`src/rtl/spi_mem_pkg.sv`:
```
// Shared definitions for the SPI slave front end and the memory controller
// that consumes its byte stream.
package spi_mem_pkg;

  localparam int DEF_DATA_WIDTH = 8;

  typedef logic [1:0] spi_state_t;

  localparam spi_state_t ST_IDLE = 2'd0;
  localparam spi_state_t ST_CMD  = 2'd1;
  localparam spi_state_t ST_DATA = 2'd2;

  // Command bit carried in the MSB of the first byte of every frame
  localparam logic RW_WRITE = 1'b1;
  localparam logic RW_READ  = 1'b0;

endpackage

```
`src/rtl/spi_slave_if_if.sv`:
```
// SPI pins plus the byte-level link to the memory controller.
// Handshake: transaction_done is a one-clk strobe qualifying rx_data (no back-pressure);
// spi_load_en is a one-clk strobe qualifying tx_data (always accepted).
interface spi_slave_if_if #(
  parameter int DATA_WIDTH = spi_mem_pkg::DEF_DATA_WIDTH
);
  logic                  sclk;
  logic                  cs_n;
  logic                  mosi;
  logic                  miso;
  logic [DATA_WIDTH-1:0] rx_data;
  logic                  transaction_done;
  logic                  read_write;
  logic                  frame_active;
  logic                  spi_load_en;
  logic [DATA_WIDTH-1:0] tx_data;

  modport slave (
    input  sclk, cs_n, mosi, spi_load_en, tx_data,
    output miso, rx_data, transaction_done, read_write, frame_active
  );

  modport master (
    output sclk, cs_n, mosi, spi_load_en, tx_data,
    input  miso, rx_data, transaction_done, read_write, frame_active
  );
endinterface

```
`src/rtl/spi_slave_if_sync.sv`:
```
// Multi-flop synchroniser for one asynchronous input with rise/fall pulses
// derived from the last two synchronised samples. STAGES must be at least 2.
module sync_edge_det #(
  parameter int   STAGES    = 2,
  parameter logic RESET_VAL = 1'b0
) (
  input  logic clk,
  input  logic reset_n,
  input  logic d,
  output logic q,
  output logic rise,
  output logic fall
);

  logic [STAGES-1:0] sync_q;
  logic              q_d;

  always_ff @(posedge clk or negedge reset_n) begin
    if (!reset_n) begin
      sync_q <= {STAGES{RESET_VAL}};
      q_d    <= RESET_VAL;
    end else begin
      sync_q <= {sync_q[STAGES-2:0], d};
      q_d    <= sync_q[STAGES-1];
    end
  end

  assign q    = sync_q[STAGES-1];
  assign rise = q & ~q_d;
  assign fall = ~q & q_d;

endmodule

```
`src/rtl/spi_slave_if.sv`:
```
// SPI mode-0 slave front end: oversampled inputs, byte deserialiser, command
// bit capture and MISO serialiser feeding the memory controller FSM.
module spi_slave_if
  import spi_mem_pkg::*;
#(
  parameter int DATA_WIDTH  = DEF_DATA_WIDTH,
  parameter int SYNC_STAGES = 2
) (
  input  logic          clk,
  input  logic          reset_n,
  spi_slave_if_if.slave bus,
  output logic [1:0]    fsm_state
);

  localparam int CNT_W = $clog2(DATA_WIDTH);

  logic sclk_s, sclk_rise, sclk_fall;
  logic cs_n_s, cs_rise, cs_fall;
  logic mosi_s, mosi_rise, mosi_fall;
  logic unused_edges;

  sync_edge_det #(.STAGES(SYNC_STAGES), .RESET_VAL(1'b0)) u_sync_sclk (
    .clk(clk), .reset_n(reset_n), .d(bus.sclk),
    .q(sclk_s), .rise(sclk_rise), .fall(sclk_fall)
  );

  sync_edge_det #(.STAGES(SYNC_STAGES), .RESET_VAL(1'b1)) u_sync_cs_n (
    .clk(clk), .reset_n(reset_n), .d(bus.cs_n),
    .q(cs_n_s), .rise(cs_rise), .fall(cs_fall)
  );

  sync_edge_det #(.STAGES(SYNC_STAGES), .RESET_VAL(1'b0)) u_sync_mosi (
    .clk(clk), .reset_n(reset_n), .d(bus.mosi),
    .q(mosi_s), .rise(mosi_rise), .fall(mosi_fall)
  );

  // Frame exit is level-based on cs_n_s, so the cs_n rise pulse is redundant
  assign unused_edges = ^{sclk_s, cs_rise, mosi_rise, mosi_fall};

  spi_state_t            state_q, state_d;
  logic [CNT_W-1:0]      bit_cnt_q;
  logic [DATA_WIDTH-1:0] rx_shift_q;
  logic [DATA_WIDTH-1:0] tx_shift_q;
  logic [DATA_WIDTH-1:0] byte_buf_q;
  logic                  byte_done_q;
  logic                  byte_cmd_q;
  logic [DATA_WIDTH-1:0] rx_data_q;
  logic                  done_q;
  logic                  rw_q;

  logic active;
  logic leaving;
  logic rx_take;
  logic last_bit;
  logic byte_end;

  // Edges are still accepted in the clk where cs_n_s rises: state is not yet IDLE
  assign active   = (state_q != ST_IDLE);
  assign leaving  = active && cs_n_s;
  assign rx_take  = active && sclk_rise;
  assign last_bit = (bit_cnt_q == CNT_W'(DATA_WIDTH-1));
  assign byte_end = rx_take && last_bit;

  always_comb begin
    state_d = state_q;
    case (state_q)
      ST_IDLE: if (cs_fall)        state_d = ST_CMD;
      ST_CMD:  if (cs_n_s)         state_d = ST_IDLE;
               else if (byte_end)  state_d = ST_DATA;
      ST_DATA: if (cs_n_s)         state_d = ST_IDLE;
      default:                     state_d = ST_IDLE;
    endcase
  end

  always_ff @(posedge clk or negedge reset_n) begin
    if (!reset_n) begin
      state_q    <= ST_IDLE;
      bit_cnt_q  <= '0;
      rx_shift_q <= '0;
    end else begin
      state_q <= state_d;
      if (leaving) begin
        bit_cnt_q  <= '0;
        rx_shift_q <= '0;
      end else if (rx_take) begin
        bit_cnt_q  <= last_bit ? '0 : bit_cnt_q + 1'b1;
        rx_shift_q <= {rx_shift_q[DATA_WIDTH-2:0], mosi_s};
      end
    end
  end

  // Completed byte is parked one clk so a coincident frame exit cannot lose it
  always_ff @(posedge clk or negedge reset_n) begin
    if (!reset_n) begin
      byte_done_q <= 1'b0;
      byte_cmd_q  <= 1'b0;
      byte_buf_q  <= '0;
      done_q      <= 1'b0;
      rx_data_q   <= '0;
      rw_q        <= RW_READ;
    end else begin
      byte_done_q <= byte_end;
      if (byte_end) begin
        byte_buf_q <= {rx_shift_q[DATA_WIDTH-2:0], mosi_s};
        byte_cmd_q <= (state_q == ST_CMD);
      end
      done_q <= byte_done_q;
      if (byte_done_q) begin
        rx_data_q <= byte_buf_q;
        if (byte_cmd_q) rw_q <= byte_buf_q[DATA_WIDTH-1];
      end
    end
  end

  // A load beats a coincident falling edge so the new MSB is never skipped
  always_ff @(posedge clk or negedge reset_n) begin
    if (!reset_n) begin
      tx_shift_q <= '0;
    end else if (bus.spi_load_en) begin
      tx_shift_q <= bus.tx_data;
    end else if (leaving) begin
      tx_shift_q <= '0;
    end else if (active && sclk_fall) begin
      tx_shift_q <= {tx_shift_q[DATA_WIDTH-2:0], 1'b0};
    end
  end

  assign bus.miso             = active & tx_shift_q[DATA_WIDTH-1];
  assign bus.rx_data          = rx_data_q;
  assign bus.transaction_done = done_q;
  assign bus.read_write       = rw_q;
  assign bus.frame_active     = ~cs_n_s;
  assign fsm_state            = state_q;

endmodule

```
`src/flat_wrapper.sv`:
```
// flat-port wrapper written by rule: the top's interface ports become plain ports
module spi_slave_if_flat import spi_mem_pkg::*;
#(
  parameter int DATA_WIDTH  = DEF_DATA_WIDTH,
  parameter int SYNC_STAGES = 2
)
  (clk, reset_n, fsm_state, bus_sclk, bus_cs_n, bus_mosi, bus_spi_load_en, bus_tx_data, bus_miso, bus_rx_data, bus_transaction_done, bus_read_write, bus_frame_active);
  spi_slave_if_if #(.DATA_WIDTH(DATA_WIDTH)) bus_i ();
  input  logic clk;
  input  logic reset_n;
  output logic [1:0] fsm_state;
  input wire logic [$bits(bus_i.sclk)-1:0] bus_sclk;
  input wire logic [$bits(bus_i.cs_n)-1:0] bus_cs_n;
  input wire logic [$bits(bus_i.mosi)-1:0] bus_mosi;
  input wire logic [$bits(bus_i.spi_load_en)-1:0] bus_spi_load_en;
  input wire logic [$bits(bus_i.tx_data)-1:0] bus_tx_data;
  output wire logic [$bits(bus_i.miso)-1:0] bus_miso;
  output wire logic [$bits(bus_i.rx_data)-1:0] bus_rx_data;
  output wire logic [$bits(bus_i.transaction_done)-1:0] bus_transaction_done;
  output wire logic [$bits(bus_i.read_write)-1:0] bus_read_write;
  output wire logic [$bits(bus_i.frame_active)-1:0] bus_frame_active;
  assign bus_i.sclk = bus_sclk;
  assign bus_i.cs_n = bus_cs_n;
  assign bus_i.mosi = bus_mosi;
  assign bus_i.spi_load_en = bus_spi_load_en;
  assign bus_i.tx_data = bus_tx_data;
  assign bus_miso = bus_i.miso;
  assign bus_rx_data = bus_i.rx_data;
  assign bus_transaction_done = bus_i.transaction_done;
  assign bus_read_write = bus_i.read_write;
  assign bus_frame_active = bus_i.frame_active;
  spi_slave_if #(.DATA_WIDTH(DATA_WIDTH), .SYNC_STAGES(SYNC_STAGES)) u_core (.clk(clk), .reset_n(reset_n), .bus(bus_i), .fsm_state(fsm_state));
endmodule
```
`config.mk`:
```
export PLATFORM = sky130hd
export DESIGN_NAME = spi_slave_if_flat
export DESIGN_NICKNAME = d
export VERILOG_FILES = /design/src/rtl/spi_mem_pkg.sv /design/src/rtl/spi_slave_if_if.sv /design/src/rtl/spi_slave_if_sync.sv /design/src/rtl/spi_slave_if.sv /design/src/flat_wrapper.sv
export SDC_FILE = /design/constraint.sdc
export NUM_CORES = 1
export LEC_CHECK = 0
export CAP_MARGIN = 0
export CORE_ASPECT_RATIO = 0.75
export CORE_MARGIN = 2
export CORE_UTILIZATION = 53
export CTS_CLUSTER_DIAMETER = 100
export DETAILED_ROUTE_END_ITERATION = 16
export GPL_TIMING_DRIVEN = 1
export PLACE_DENSITY = 0.78
export RECOVER_POWER = 50
export SETUP_SLACK_MARGIN = 0.4
export SKIP_LAST_GASP = 1
export SLEW_MARGIN = 20
export SYNTH_ARGS = -nofsm -noshare
export SYNTH_HDL_FRONTEND = slang
export SYNTH_HIERARCHICAL = 1
export SYNTH_SLANG_ARGS = --single-unit
```
`constraint.sdc`:
```
create_clock -name clk -period 1.9 [get_ports clk]
set_clock_uncertainty 0.1 [all_clocks]
set_input_delay 0.285 -clock clk [delete_from_list [all_inputs] [get_ports clk]]
set_output_delay 0.285 -clock clk [all_outputs]
set_load 0.03 [all_outputs]
```
==> flow_metrics.py, run 1 <==
metrics = {
    "flow_run": {
        "cap_viol_max_count": 0,
    },
    "sta": {
        "drv_slew": 0,
        "hold_viol": 0,
        "tns_ns": 0,
        "relSlewSlack_pct": 30.8,
        "fmax_mhz": 658,
        "fin_crit_ns": 1.52,
        "setup_viol": 0,
        "tightest_slew_ns": 1.04,
        "rsz0062_at_grt": "yes",
        "fin_crit_sh_pct": 80.0,
    },
    "synth": {
        "synth_area_per_cell_sq_um": 14.4,
        "syn-cell-area_sq_um": 1920,
        "syn_nets": 150,
        "yosysWarningCount": 6,
        "syn_inst": 134,
    },
    "clock_network": {
        "root_buffer": "clkbuf_8",
        "htreeDepth": 2,
        "cts_sinks": 48,
        "clock_path_buffers": 2,
        "cts_tree": "yes",
        "path_clk_slew_ns": 0.08,
        "clock_latency_ns": 0.30,
        "cts_buffers": 5,
    },
    "critical_path": {
        "max_stage_delay_ns": 0.44,
        "cp_data_required_time_ns": 1.51,
        "path_cells": "nor2_4 -> nor2_2 -> clkbuf_2",
        "critPathTopFamily": "flip-flops",
        "crit_buf_inv": 1,
        "endpoint_kind": "output port",
        "critical_path_class": "reg -> out",
        "critPathLaunchType": "register",
        "path_max_fanout": 2,
        "critPathSlowestCell": "dfrtp_2",
        "worstPathArrival_ns": 1.13,
    },
    "detailed_routing": {
        "vias_per_cell": 5.60,
        "first_pass_iters": 4,
        "drt_wl_total_mm": 3.76,
        "drcViolationCount": 0,
        "drt_iter0_drc": 98,
        "dr_total_vias": 1232,
        "detail_route.wl_per_cell_um": 17.1,
        "ant_nets": 0,
    },
    "die": {
        "die_area_sq_um": 4130,
        "num_rows": 18,
        "ios": 28,
        "dieHeight_um": 56.2,
        "die_x_um": 73.6,
        "initial_core_util_pct": 57.0,
        "core_sq_um": 3380,
    },
    "finish": {
        "final_nets": 195,
        "drive_gt1_share_pct": 34.4,
        "final_cell_mix": "dfrtp_1 (43), mux2_2 (14), a22o_1 (11)",
        "fin_util_pct": 74.6,
        "areaGrowthSynthToFinish_pct": 30.9,
        "diodes": 0,
        "final_common_cell": "dfrtp_1",
    },
    "pwr": {
        "p_per_area_nw_per_um2": 771,
        "p_leak_nw": 1.26,
        "vdd_ir_drop_max_mv": 0.646,
    },
    "grt": {
        "grt_max_degree": 32,
        "grtUsageTotal_pct": 19.8,
        "grt_first_pass_wirelength_mm": 5.93,
        "grt_overflow_total": 0,
        "antenna_found_initial": 0,
        "grt_pass1_vias": 1264,
    },
    "placement": {
        "io_buffers": 27,
        "dp_hpwl_mm": 2.41,
        "gp_congestion": 0.827,
    },
    "hold_path": {
        "worstHoldPathType": "reg -> reg",
    },
    "outcome": {
        "status": "completed",
    },
}
## worst register-to-register path: stages (launching register included)
cell and delay [ns]:
dfrtp_1 0.40, ha_2 0.21, ha_4 0.19, o211ai_4 0.16, mux2_4 0.34
## per-stage QoR
step	hold slack, ns	cell area [sq um]	setup slack [ns]	total power [mW]	instances
detailed placement	0.148	2270	0.134	1.34	202
global placement	0.141	2270	0.220	1.32	202
floorplan	-0.111	1940	0.395	1.24	134
global route	0.262	2520	0.209	2.04	220
finish	0.255	2520	0.380	1.94	220
CTS	0.258	2430	0.161	1.95	215
## report_power, final
group          switching [mW]  internal (mW)  leakage (nW)
logic                   0.124          0.115         0.583
registers              0.0291           1.07         0.629
clock network           0.306          0.297        0.0455
## registers in the layout (all words and copies together) (netlist names)
name / cells
u_core/byte_buf_q: 8
u_core/rx_shift_q: 7
u_core/tx_shift_q: 8
u_core/byte_done_q: 1
u_core/bus.transaction_done: 1
u_core/u_sync_cs_n/q_d: 1
u_core/byte_cmd_q: 1
u_core/u_sync_cs_n/sync_q: 2
u_core/bit_cnt_q: 3
u_core/bus.rx_data: 8
u_core/bus.read_write: 1
u_core/u_sync_mosi/sync_q: 2
u_core/u_sync_sclk/sync_q: 2
u_core/fsm_state: 2
u_core/u_sync_sclk/q_d: 1
## worst paths after layout
kind                                              startpoint                            to  slack (ns)  cells past startpoint
max in group asynchronous                            reset_n           u_core/fsm_state[1]        0.43                      2
worst min-delay path            u_core/u_sync_mosi/sync_q[0]  u_core/u_sync_mosi/sync_q[1]        0.26                      0
min in group asynchronous                            reset_n          u_core/tx_shift_q[4]        0.58                      2
worst max-delay path                     u_core/fsm_state[0]                      bus_miso        0.38                      3
worst max register to register           u_core/bit_cnt_q[1]          u_core/byte_buf_q[0]        0.39                      4
worst min register to register  u_core/u_sync_mosi/sync_q[0]  u_core/u_sync_mosi/sync_q[1]        0.26                      0
## repair_timing
action	4_1_cts	5_1_grt
cloned	1	0
endpoints found under the hold margin	14	0
hold buffers	1	0
setup buffers	3	5
endpoints found under the setup margin	22	28
resized for setup	26	18
pin swaps	1	3
## routing by layer
metal	global-route usage, %	vias up	share of wire, %
li1	-	573	-
met2	28.4	34	47
met1	25.9	615	45
met3	6.88	10	5.3
met4	11.2	0	2.7
met5	0	-	0
## area by class of cell
class / instances / area (sq um)
Sequential cell: 48 / 1210
Fill cell: 219 / 860
Multi-Input combinational cell: 75 / 753
Timing Repair Buffer: 42 / 392
Clock buffer: 8 / 90.1
Tap cell: 40 / 50.0
Inverter: 7 / 26.3
No activity file was read; power rests on OpenSTA's default activity.
==> run 2, diff against run 1 <==
Settings changed: CORE_UTILIZATION 53 to 48, PLACE_DENSITY 0.78 to 0.74.
Clock period 1.9 ns to 1.3 ns, I/O delays scaled along.
==> flow_metrics.py, run 2 (synthesized netlist as in run 1, its figures left out) <==
metrics = {
    "outcome": {
        "status": "finished with violations",
        "violations": "setup timing",
    },
    "finish": {
        "stdcell_area_sq_um": 3000,
        "final_common_cell": "dfrtp_1",
        "final_nets": 221,
        "areaGrowthSynthToFinish_pct": 55.7,
        "final_cell_mix": "dfrtp_1 (42), buf_6 (30), mux2_4 (17)",
        "drive_gt1_share_pct": 55.8,
        "diodes": 0,
    },
    "critical_path": {
        "critPathLaunchType": "register",
        "endpoint_kind": "register",
        "setup.worst_path.start": "u_core/fsm_state[1]",
        "cp_data_required_time_ns": 1.38,
        "crit_end": "u_core/byte_buf_q[1]",
        "critPathSlowestCell": "dfrtp_2",
        "rr_worst_depth": 3,
        "r2r_start": "u_core/fsm_state[1]",
        "max_stage_delay_ns": 0.45,
        "timing.rr.end": "u_core/byte_buf_q[1]",
        "path_max_fanout": 5,
        "worstPathArrival_ns": 1.59,
        "critical_path_class": "reg -> reg",
        "rrSetupSlack_ns": -0.21,
        "path_cells": "buf_12 -> o211ai_4 -> mux2_4",
    },
    "hold_path": {
        "worstHoldPathType": "reg -> reg",
    },
    "die": {
        "die_area_sq_um": 4540,
        "die_x_um": 77.1,
        "num_rows": 19,
        "core_sq_um": 3760,
        "dieHeight_um": 58.8,
        "initial_core_util_pct": 51.2,
        "ios": 28,
    },
    "clock_network": {
        "cts_tree": "yes",
        "cts_sinks": 48,
        "clock_latency_ns": 0.30,
        "path_clk_slew_ns": 0.09,
        "clock_path_buffers": 2,
        "cts_buffers": 5,
        "root_buffer": "clkbuf_8",
        "htreeDepth": 2,
    },
    "sta": {
        "holdWs_ns": 0.260,
        "tightest_slew_ns": 0.637,
        "fin_ws_ns": -0.212,
        "rsz0062_at_grt": "yes",
        "hold_viol": 0,
        "relSlewSlack_pct": 57.5,
        "setup_viol": 33,
        "fmax_mhz": 662,
        "fin_crit_sh_pct": 116,
        "fin_crit_ns": 1.51,
        "drv_slew": 0,
    },
    "placement": {
        "io_buffers": 27,
        "gp_congestion": 0.759,
        "pre_cts_slack_ns": -0.345,
        "placed_area_sq_um": 2440,
        "dp_hpwl_mm": 2.50,
    },
    "grt": {
        "top_usage_layer": "met2",
        "grt_pass1_vias": 1423,
        "grt_first_pass_wirelength_mm": 7.27,
        "met3_usage_pct": 4.14,
        "grtUsageTotal_pct": 21.4,
        "gr-usage-met1_pct": 27.9,
        "grt_max_degree": 49,
        "antenna_found_initial": 0,
        "grt_use_met2_pct": 38.0,
        "grt_overflow_total": 0,
    },
    "pwr": {
        "p_leak_nw": 1.44,
        "vdd_ir_drop_max_mv": 0.798,
        "p_per_area_nw_per_um2": 1060,
    },
    "detailed_routing": {
        "ant_nets": 0,
        "drt_wl_total_mm": 4.90,
        "drcViolationCount": 0,
        "detail_route.wl_per_cell_um": 19.0,
        "dr_total_vias": 1385,
        "first_pass_iters": 4,
        "drt_iter0_drc": 75,
        "vias_per_cell": 5.37,
    },
    "flow_run": {
        "cap_viol_max_count": 0,
    },
}
[run 2: worst min-delay path by stage]
stage                                      start                           end  slack, ns  depth (start not counted)
floorplan                                reset_n           u_core/bit_cnt_q[0]      -0.20                          0
global placement                         reset_n         u_core/bus.read_write       0.09                          2
detailed placement                       reset_n         u_core/bus.rx_data[7]        0.1                          2
CTS                                     bus_cs_n  u_core/u_sync_cs_n/sync_q[0]       0.21                          1
global route        u_core/u_sync_cs_n/sync_q[0]  u_core/u_sync_cs_n/sync_q[1]       0.27                          0
finish              u_core/u_sync_mosi/sync_q[0]  u_core/u_sync_mosi/sync_q[1]       0.26                          0
[run 2: routing by layer]
layer	vias up	part of all wire, %
li1	620	-
met3	4	1.7
met4	0	0.61
met2	16	51
met5	-	0
met1	745	47
[run 2: cell type report]
cell class | instances | area, sq um
repair buffers | 68 | 728
clock inverters | 3 | 46.3
clock buffers | 5 | 68.8
flip-flops and latches | 48 | 1210
multi-input cells | 75 | 852
well taps | 52 | 65.1
fillers | 207 | 761
inverters | 7 | 26.3
[run 2: power breakdown]
part	internal (mW)	total [mW]	switching [mW]
Sequential	1.57	1.61	0.0442
Clock	0.580	1.09	0.514
Combinational	0.251	0.482	0.231
[run 2: repair_timing]
action | CTS | global route
endpoints found under the setup margin | 53 | 54
hold buffers | 1 | 0
pin swaps | 10 | 13
resized for setup | 52 | 30
endpoints found under the hold margin | 45 | 0
setup buffers | 11 | 8
gates cloned | 3 | 0
[run 2: critical path: cells and delay by family, from the launching register on]
family / cells / cell delay (ns)
mux: 1 / 0.34
compound gates: 1 / 0.35
buf+inv: 1 / 0.15
flops: 1 / 0.45
[run 2: stage by stage]
| stage | total power [mW] | util (%) | cells | TNS (ns) |
|---|---|---|---|---|
| finish | 3.19 | 79.7 | 258 | -4.46 |
| detailed placement | 1.99 | 64.9 | 227 | -5.48 |
| CTS | 3.13 | 75.7 | 250 | -3.54 |
| global placement | 1.97 | 64.9 | 227 | -4.62 |
| global route | 3.30 | 79.7 | 258 | -5.50 |
| floorplan | 1.82 | - | 134 | -2.69 |
==> run 3, diff against run 2 <==
Settings changed: CORE_ASPECT_RATIO 0.75 to default, RECOVER_POWER 50 to 25, SKIP_CTS_REPAIR_TIMING from default to 1.
==> flow_metrics.py, run 3 (synthesized netlist as in run 1, its figures left out) <==
metrics = {
    "hold_path": {
        "worstHoldPathType": "in -> async",
    },
    "detailed_routing": {
        "drcViolationCount": 0,
        "ant_nets": 0,
        "dr_total_vias": 1265,
        "vias_per_cell": 5.10,
        "first_pass_iters": 3,
        "drt_iter0_drc": 95,
        "drt_wl_total_mm": 3.91,
        "detail_route.wl_per_cell_um": 15.8,
    },
    "finish": {
        "final_common_cell": "dfrtp_1",
        "stdcell_area_sq_um": 2760,
        "diodes": 0,
        "drive_gt1_share_pct": 50.5,
        "fill_cells": 273,
        "final_cell_mix": "dfrtp_1 (42), buf_6 (24), buf_4 (20)",
        "final_nets": 213,
        "finalNonFillerCells": 248,
        "areaGrowthSynthToFinish_pct": 43.6,
    },
    "grt": {
        "grt_overflow_total": 0,
        "grt_pass1_vias": 1237,
        "grt_first_pass_wirelength_mm": 5.83,
        "antenna_found_initial": 0,
        "grtUsageTotal_pct": 17.8,
        "grt_max_degree": 24,
    },
    "outcome": {
        "violations": "hold timing, setup timing",
        "status": "finished with violations",
    },
    "die": {
        "ios": 28,
        "initial_core_util_pct": 49.2,
        "die_area_sq_um": 4530,
        "num_rows": 23,
        "dieHeight_um": 67.3,
        "core_sq_um": 3910,
        "die_x_um": 67.3,
    },
    "clock_network": {
        "cts_sinks": 48,
        "htreeDepth": 2,
        "root_buffer": "clkbuf_8",
        "cts_buffers": 5,
        "path_clk_slew_ns": 0.09,
        "clock_path_buffers": 2,
        "clock_latency_ns": 0.29,
        "cts_tree": "yes",
    },
    "placement": {
        "placed_area_sq_um": 2440,
        "placed_cells_incl_taps": 226,
        "io_buffers": 27,
        "gp_congestion": 0.814,
        "dp_hpwl_mm": 2.52,
    },
    "sta": {
        "drv_slew": 0,
        "fin_crit_sh_pct": 120,
        "setup_viol": 33,
        "fmax_mhz": 639,
        "hold_viol": 13,
        "fin_crit_ns": 1.56,
        "tightest_slew_ns": 0.933,
        "relSlewSlack_pct": 37.8,
        "rsz0062_at_grt": "yes",
        "fin_ws_ns": -0.265,
        "holdWs_ns": -0.0836,
    },
    "critical_path": {
        "critPathLaunchType": "register",
        "path_cells": "ha_2 -> ha_4 -> o211ai_4 -> buf_12 -> mux2_2",
        "max_stage_delay_ns": 0.40,
        "path_max_fanout": 9,
        "critPathSlowestCell": "dfrtp_1",
        "cp_data_required_time_ns": 1.38,
        "worstPathArrival_ns": 1.65,
        "endpoint_kind": "register",
        "critical_path_class": "reg -> reg",
    },
    "pwr": {
        "p_leak_nw": 1.36,
        "vdd_ir_drop_max_mv": 0.700,
        "p_per_area_nw_per_um2": 1060,
        "power_mw": 2.93,
    },
    "flow_run": {
        "cap_viol_max_count": 0,
    },
}
[run 3: cell types whose count changed in the layout (fill, tap and decap cells not counted), moves of 2 or more]
cell / previous run / this run
buf_12: 4 / 2
buf_4: 16 / 20
buf_6: 30 / 24
clkdlybuf4s50_1: 9 / 12
dlygate4sd3_1: 4 / 0
mux2_2: 5 / 13
mux2_4: 17 / 9
o21ai_1: 1 / 3
o21ai_2: 2 / 0
[run 3: final cells by class]
class / instances / area (sq um) / area share, %
multi-input cells: 74 / 764 / 27.7
flip-flops and latches: 48 / 1210 / 43.8
clock buffers: 6 / 82.6 / 2.99
well taps: 50 / 62.6 / 2.26
clock inverters: 2 / 13.8 / 0.498
inverters: 7 / 26.3 / 0.951
repair buffers: 61 / 604 / 21.9
[run 3: per-layer routing]
| metal | part of all wire [%] | up-vias | global-route usage [%] |
|---|---|---|---|
| met2 | 53 | 15 | 29.0 |
| li1 | - | 605 | - |
| met1 | 44 | 643 | 23.6 |
| met5 | 0 | - | 0 |
| met4 | 0.49 | 0 | 5.36 |
| met3 | 3.0 | 2 | 4.50 |
[run 3: critical path, delay by kind of cell (launching register included)]
family	cells	cell delay (ns)
DFF	1	0.40
adders and majority gates	2	0.38
muxes	1	0.33
buffers and inverters	1	0.15
AOI/OAI and AO/OA	1	0.09
[run 3: path summary, 6_finish.rpt]
check	startpoint	endpoint	slack (ns)	cells past startpoint
max	u_core/bit_cnt_q[1]	u_core/byte_buf_q[2]	-0.26	5
min	reset_n	u_core/rx_shift_q[2]	-0.08	1
max reg2reg	u_core/bit_cnt_q[1]	u_core/byte_buf_q[2]	-0.26	5
min reg2reg	u_core/u_sync_sclk/sync_q[0]	u_core/u_sync_sclk/sync_q[1]	0.26	0
max in group asynchronous	reset_n	u_core/byte_done_q	0.24	2
min in group clk	bus_cs_n	u_core/u_sync_cs_n/sync_q[0]	0.21	1
[run 3: stage by stage]
stage	TNS [ns]	util, %	setup slack [ns]
3_5_place_dp	-5.10	62.4	-0.306
3_3_place_gp	-3.82	62.4	-0.234
4_1_cts	-6.02	64.8	-0.563
5_1_grt	-5.44	70.6	-0.291
2_1_floorplan	-2.69	-	-0.205
6_report	-4.13	70.6	-0.265
[run 3: power by group]
part	total [mW]	switching [mW]	internal, mW
clock	0.913	0.478	0.435
combinational	0.411	0.197	0.214
sequential	1.61	0.0423	1.57
total	2.93	0.718	2.22
